==> src/rtl/hdlc_rx_channel.sv <==
// -----------------------------------------------------------------------------
// hdlc_rx_channel
//
// Serial front end of the HDLC receiver. Watches the raw Rx line for flags
// (0111_1110) and aborts (0111_1111), removes stuffed zeros from the payload,
// packs payload bits LSB-first into bytes and tracks frame boundaries for the
// Rx buffer/controller downstream.
//
// Optional feature macro: RX_IDLE_DETECT_EN
//   defined   : Rx_Idle rises after IDLE_ONES consecutive raw 1s on Rx and
//               clears on the edge a 0 is sampled.
//   undefined : Rx_Idle is tied to 0 and no idle counter is built.
//
// Parameters
//   IDLE_ONES  consecutive raw 1s that mark the line idle (1..255)
//   MAX_BYTES  saturation value of Rx_ByteCount (1..255)
//
// Ports
//   Clk             in   system clock, all logic on posedge
//   Rst             in   asynchronous active-low reset
//   Rx              in   serial line, one bit per Clk
//   RxEN            in   receiver enable; 0 holds the framing FSM in IDLE
//   Rx_FlagDetect   out  1-cycle pulse, flag seen on the raw line
//   Rx_AbortDetect  out  1-cycle pulse, abort seen on the raw line
//   Rx_AbortSignal  out  1-cycle pulse, abort occurred inside a valid frame
//   Rx_ValidFrame   out  high between opening and closing flag
//   Rx_Data         out  assembled byte, bit 0 = first received bit
//   Rx_NewByte      out  1-cycle strobe, Rx_Data valid
//   Rx_EoF          out  1-cycle pulse on closing flag of a non-empty frame
//   Rx_FrameError   out  set with Rx_EoF when a partial byte was pending;
//                        held until the next opening flag
//   Rx_ByteCount    out  bytes in current frame, saturates at MAX_BYTES
//   Rx_Idle         out  line idle indicator
// -----------------------------------------------------------------------------
module hdlc_rx_channel #(
  parameter int unsigned IDLE_ONES = 15,
  parameter int unsigned MAX_BYTES = 128
) (
  input  logic       Clk,
  input  logic       Rst,
  input  logic       Rx,
  input  logic       RxEN,
  output logic       Rx_FlagDetect,
  output logic       Rx_AbortDetect,
  output logic       Rx_AbortSignal,
  output logic       Rx_ValidFrame,
  output logic [7:0] Rx_Data,
  output logic       Rx_NewByte,
  output logic       Rx_EoF,
  output logic       Rx_FrameError,
  output logic [7:0] Rx_ByteCount,
  output logic       Rx_Idle
);

  // The first received bit of a pattern ends up in bit 0 of the shift register.
  localparam logic [7:0] FLAG_PATTERN  = 8'h7E;
  localparam logic [7:0] ABORT_PATTERN = 8'hFE;
  localparam logic [7:0] MAX_COUNT     = 8'(MAX_BYTES);

  typedef enum logic {IDLE, FRAME} state_t;

  state_t     state;
  state_t     state_next;

  logic [7:0] rx_sr;
  logic [7:0] rx_keep;
  logic       flag_match;
  logic       abort_match;
  logic       out_bit;
  logic       out_keep;
  logic [2:0] ones_cnt;
  logic [6:0] byte_sr;
  logic [2:0] bit_cnt;
  logic       frame_empty;
  logic       frame_open;
  logic       eof_set;
  logic       abort_set;
  logic       data_accept;
  logic       stuffed_zero;

  assign flag_match  = (rx_sr == FLAG_PATTERN);
  assign abort_match = (rx_sr == ABORT_PATTERN);

  // Raw line shift register plus a parallel "keep" mask. When a flag or abort
  // fills the register, all eight of its bits are marked so they are never
  // handed to the payload path as they drain out of bit 0.
  always_ff @(posedge Clk or negedge Rst) begin
    if (!Rst) begin
      rx_sr          <= 8'h00;
      rx_keep        <= 8'h00;
      Rx_FlagDetect  <= 1'b0;
      Rx_AbortDetect <= 1'b0;
      out_bit        <= 1'b0;
      out_keep       <= 1'b0;
    end else begin
      rx_sr          <= {Rx, rx_sr[7:1]};
      rx_keep        <= (flag_match || abort_match) ? 8'h80 : {1'b1, rx_keep[7:1]};
      Rx_FlagDetect  <= flag_match;
      Rx_AbortDetect <= abort_match;
      out_bit        <= rx_sr[0];
      out_keep       <= rx_keep[0] && !(flag_match || abort_match);
    end
  end

  // A frame with no bytes and no pending bits is treated as flag fill.
  assign frame_empty = (Rx_ByteCount == 8'h00) && (bit_cnt == 3'd0);

  // Framing FSM: state register.
  always_ff @(posedge Clk or negedge Rst) begin
    if (!Rst) begin
      state <= IDLE;
    end else begin
      state <= state_next;
    end
  end

  // Framing FSM: next state. RxEN low dominates everything inside a frame.
  always_comb begin
    state_next = state;
    case (state)
      IDLE: begin
        if (RxEN && Rx_FlagDetect) begin
          state_next = FRAME;
        end
      end
      FRAME: begin
        if (!RxEN) begin
          state_next = IDLE;
        end else if (Rx_AbortDetect) begin
          state_next = IDLE;
        end else if (Rx_FlagDetect && !frame_empty) begin
          state_next = IDLE;
        end
      end
      default: state_next = IDLE;
    endcase
  end

  // Framing FSM: outputs. Pulses are decided here and registered below so
  // EoF/AbortSignal appear the cycle after the detect pulse.
  always_comb begin
    frame_open = 1'b0;
    eof_set    = 1'b0;
    abort_set  = 1'b0;
    case (state)
      IDLE: begin
        frame_open = RxEN && Rx_FlagDetect;
      end
      FRAME: begin
        if (RxEN) begin
          if (Rx_AbortDetect) begin
            abort_set = 1'b1;
          end else if (Rx_FlagDetect && !frame_empty) begin
            eof_set = 1'b1;
          end
        end
      end
      default: ;
    endcase
  end

  assign Rx_ValidFrame = (state == FRAME);

  always_ff @(posedge Clk or negedge Rst) begin
    if (!Rst) begin
      Rx_EoF         <= 1'b0;
      Rx_AbortSignal <= 1'b0;
      Rx_FrameError  <= 1'b0;
    end else begin
      Rx_EoF         <= eof_set;
      Rx_AbortSignal <= abort_set;
      if (frame_open) begin
        Rx_FrameError <= 1'b0;
      end else if (eof_set) begin
        Rx_FrameError <= (bit_cnt != 3'd0);
      end
    end
  end

  // Ones counter runs on the delayed stream; masked flag/abort bits restart it.
  always_ff @(posedge Clk or negedge Rst) begin
    if (!Rst) begin
      ones_cnt <= 3'd0;
    end else if (!out_keep || !out_bit) begin
      ones_cnt <= 3'd0;
    end else if (ones_cnt != 3'd6) begin
      ones_cnt <= ones_cnt + 3'd1;
    end
  end

  assign data_accept  = out_keep && (state == FRAME);
  assign stuffed_zero = !out_bit && (ones_cnt == 3'd5);

  // Byte assembly. Leaving FRAME drops any partial byte; opening a frame also
  // restarts the byte count. The completed byte is presented with its strobe.
  always_ff @(posedge Clk or negedge Rst) begin
    if (!Rst) begin
      byte_sr      <= 7'h00;
      bit_cnt      <= 3'd0;
      Rx_Data      <= 8'h00;
      Rx_NewByte   <= 1'b0;
      Rx_ByteCount <= 8'h00;
    end else begin
      Rx_NewByte <= 1'b0;
      if (frame_open) begin
        bit_cnt      <= 3'd0;
        Rx_ByteCount <= 8'h00;
      end else if (state_next != FRAME) begin
        bit_cnt <= 3'd0;
      end else if (data_accept && !stuffed_zero) begin
        byte_sr <= {out_bit, byte_sr[6:1]};
        if (bit_cnt == 3'd7) begin
          Rx_Data    <= {out_bit, byte_sr};
          Rx_NewByte <= 1'b1;
          bit_cnt    <= 3'd0;
          if (Rx_ByteCount < MAX_COUNT) begin
            Rx_ByteCount <= Rx_ByteCount + 8'd1;
          end
        end else begin
          bit_cnt <= bit_cnt + 3'd1;
        end
      end
    end
  end

`ifdef RX_IDLE_DETECT_EN
  localparam logic [7:0] IDLE_LIMIT = 8'(IDLE_ONES);

  logic [7:0] idle_cnt;

  // Counts raw 1s on the line; saturates so a long idle never wraps.
  always_ff @(posedge Clk or negedge Rst) begin
    if (!Rst) begin
      idle_cnt <= 8'h00;
      Rx_Idle  <= 1'b0;
    end else if (!Rx) begin
      idle_cnt <= 8'h00;
      Rx_Idle  <= 1'b0;
    end else begin
      if (idle_cnt != IDLE_LIMIT) begin
        idle_cnt <= idle_cnt + 8'd1;
      end
      if (idle_cnt >= IDLE_LIMIT - 8'd1) begin
        Rx_Idle <= 1'b1;
      end
    end
  end
`else
  assign Rx_Idle = 1'b0;
`endif

endmodule

==> config.mk <==
export PLATFORM = sky130hd
export DESIGN_NAME = hdlc_rx_channel
export DESIGN_NICKNAME = d
export VERILOG_FILES = /design/src/rtl/hdlc_rx_channel.sv
export SDC_FILE = /design/constraint.sdc
export NUM_CORES = 1
export LEC_CHECK = 0
export ABC_AREA = 1
export ABC_CLOCK_PERIOD_IN_PS = 1500
export BUFFER_PORTS_ARGS = -buffer_cell sky130_fd_sc_hd__buf_4
export CORE_ASPECT_RATIO = 2
export CORE_MARGIN = 1
export CORE_UTILIZATION = 54
export CTS_BUF_LIST = sky130_fd_sc_hd__clkbuf_2
export DETAILED_ROUTE_END_ITERATION = 10
export GPL_ROUTABILITY_DRIVEN = 0
export PLACE_DENSITY = 0.89
export SLEW_MARGIN = 20
export SYNTH_ARGS = -nofsm -noshare
export SYNTH_HDL_FRONTEND = slang
export SYNTH_SLANG_ARGS = --single-unit
export TNS_END_PERCENT = 30
==> constraint.sdc <==
create_clock -name Clk -period 1.5 [get_ports Clk]
set_input_delay 0.225 -clock Clk [delete_from_list [all_inputs] [get_ports Clk]]
set_output_delay 0.225 -clock Clk [all_outputs]
set_load 0.02 [all_outputs]
==> out/results.ini <==
[outcome]
status=finished, violations left
violations=setup timing

[drt]
routed_via_density=5.23
drcViolationCount=0
drt_iter0_drc=52
first_pass_iters=4
avgRoutedWirePerCell_um=15.6
num_vias=1868
routed_wl_mm=5.58
antenna_left=0

[grt]
grt_overflow_total=0
top_usage_layer=met2
grt_use_met3=0.0451
grt_pass1_vias=1883
grt_use_met1=0.274
antenna_found_initial=0
grt_max_degree=29
grt_pass1_wl_mm=8.91
met2_usage=0.501
grt_use_total=0.266

[final_layout]
layout_common_cells=dfrtp_1 (52), buf_4 (46), nand2_1 (45)
final_common_cell=dfrtp_1
fin_nets=316
fillerInstances=268
postLayoutCellArea_um2=3040
area_growth_pct=30.8
drive_gt1_frac=0.348
num_antenna_cells=0

[sta]
finalHoldViolations=0
clock.fmax_mhz=621
rsz0062_at_grt=true
setup_violations=27
fin_hold_ws_ns=0.148
final_max_slew_viol_count=0
layout_setup_ws_ns=-0.111
fin_crit_sh=1.07
min_period_ns=1.61
finClkSkew_ns=0.0444

[synth]
synth_area_um2=2320
synth_seq_area_share=0.581
yosys_register_bits=54
synthCells=243
ys_types=27
synth.avg_cell_area_um2=9.57
ys_warn_count=0
syn_nets=255

[cts]
cts_buffer_depth=2
cts_tree=done
root_buffer=clkbuf_2
cts-buffers-inserted=5
htreeDepth=2
insertion_delay_ns=0.47
cts_sinks=54
clkTransAtPathRegs_ns=0.31

[critical_path]
cp.required_ns=1.92
arrival_ns=2.03
r2r_setup_slack_ns=-0.11
crit_chain=inv_2 -> ha_4 -> nand2_4 -> nor2_4 -> nand2_2 -> nand2_4 -> nand2_8 -> clkinv_8 -> nand2_8 -> inv_4 -> nand2_2 -> nand2_1
end_kind=flip-flop
startpoint_type=flip-flop
r2r_end=Rx_Data[0]
rr_startpoint=Rx_ByteCount[0]
critPathMaxStageDelay_ns=0.49
worstSetupPathType=reg -> reg
cp_slowest_cell=dfrtp_2
path_max_fanout=8
reg2reg_depth=12

[placed_design]
dp_hpwl_mm=3.25
postPlaceCellArea_um2=2700
place_ws_ns=-0.0674
portBuffers=26

[floorplan]
die_area_um2=4590
die_y_um=94.8
core_um2=4130
die_w_um=48.4
start_util=0.563
core.rowCount=33
ios=28

[power]
total_power_mw=2.24
ir_drop_mv=0.745
leakage_nw=1.57
power_density_nw_per_um2=737

[run]
drv_cap=0

[min_path]
hold_class=in -> async

-- power breakdown --
part           total [mW]  switching (mW)  internal, mW
clock               0.597           0.477         0.119
sequential           1.51          0.0175          1.49
combinational       0.134          0.0823        0.0515
total                2.24           0.577          1.66
-- Yosys cell counts --
cell type  count  area (um^2)
a211oi_1       1         7.51
a21o_1         1         7.51
a21oi_1        5         25.0
buf_2          1         5.00
buf_4          1         7.51
buf_6          2         22.5
conb_1         2         7.51
dfrtp_1       54         1350
ha_1           8          100
inv_1         37          139
inv_4          1         6.26
nand2_1       55          206
nand2_2        2         12.5
nand2_4        3         33.8
nand3_1       17         85.1
nand4_1        2         12.5
nand4_4        1         21.3
nor2_1        25         93.8
nor2_2         1         6.26
nor2_4         2         22.5
nor3b_1        1         7.51
o211ai_1       1         7.51
o21ai_0       10         50.1
o21ai_2        7         61.3
o21bai_1       1         7.51
xnor2_1        1         8.76
xor2_1         1         8.76
-- per-stage QoR --
stage	utilization	std cells	setup TNS [ns]
after floorplan	-	243	-0.278
after global placement	0.655	333	0
after detailed placement	0.655	333	-0.595
after CTS	0.715	356	-0.562
after global routing	0.736	357	-3.80
final	0.736	357	-2.17
-- cell type report --
type,count,area (um^2),area share
Clock buffer,5,25.0,0.00823
Tap cell,52,65.1,0.0214
Multi-Input combinational cell,149,943,0.310
Sequential cell,54,1350,0.445
Timing Repair Buffer,56,472,0.155
Clock inverter,3,23.8,0.00782
Inverter,38,158,0.0519
-- critical path, delay by kind of cell, from the launching register on --
kind | cells | cell delay [ns]
adder cells (fa/ha/maj) | 1 | 0.16
buffers and inverters | 3 | 0.25
flip-flops | 1 | 0.49
AND/OR/NAND/NOR | 8 | 0.66
-- worst max-delay path by stage --
stage,startpoint,endpoint,slack [ns]
after floorplan,Rx_ByteCount[0],Rx_Data[5],-0.06
after global placement,bit_cnt[0],Rx_Data[4],0.01
after detailed placement,bit_cnt[0],byte_sr[6],-0.07
after CTS,bit_cnt[1],byte_sr[6],-0.05
after global routing,bit_cnt[0],Rx_ByteCount[3],-0.17
final,Rx_ByteCount[0],Rx_Data[0],-0.11
-- sequential cells by signal, indices dropped and copies added (netlist names), 3 cells and up --
register and cells:
byte_sr 7, bit_cnt 3, Rx_Data 8, Rx_ByteCount 8, ones_cnt 3, rx_sr 8
rx_keep 8
-- cell families (layout without fill, tap and decap cells) --
| logic type | Yosys count | count (layout) | synth area share |
|---|---|---|---|
| simple gates | 109 | 111 | 0.216 |
| flops | 54 | 54 | 0.581 |
| buf+inv | 42 | 102 | 0.0775 |
| compound gates | 26 | 26 | 0.0716 |
| fa+ha+maj | 8 | 8 | 0.0431 |
| other cells | 2 | 2 | 0.00323 |
| xor+xnor | 2 | 2 | 0.00754 |
-- layer usage --
metal | wire length (um) | vias up
met5 | 0 | -
met1 | 1960 | 915
li1 | - | 874
met3 | 174 | 24
met4 | 287 | 0
met2 | 3160 | 55
-- what timing repair did --
action / 4_1_cts / 5_1_grt
hold buffers: 3 / 0
setup buffers: 10 / 1
cloned: 2 / 0
gates resized for setup: 23 / 23
pin swaps: 12 / 12
setup endpoints to repair: 26 / 32
endpoints found under the hold margin: 56 / 0
No activity file was read; power rests on OpenSTA's default activity.
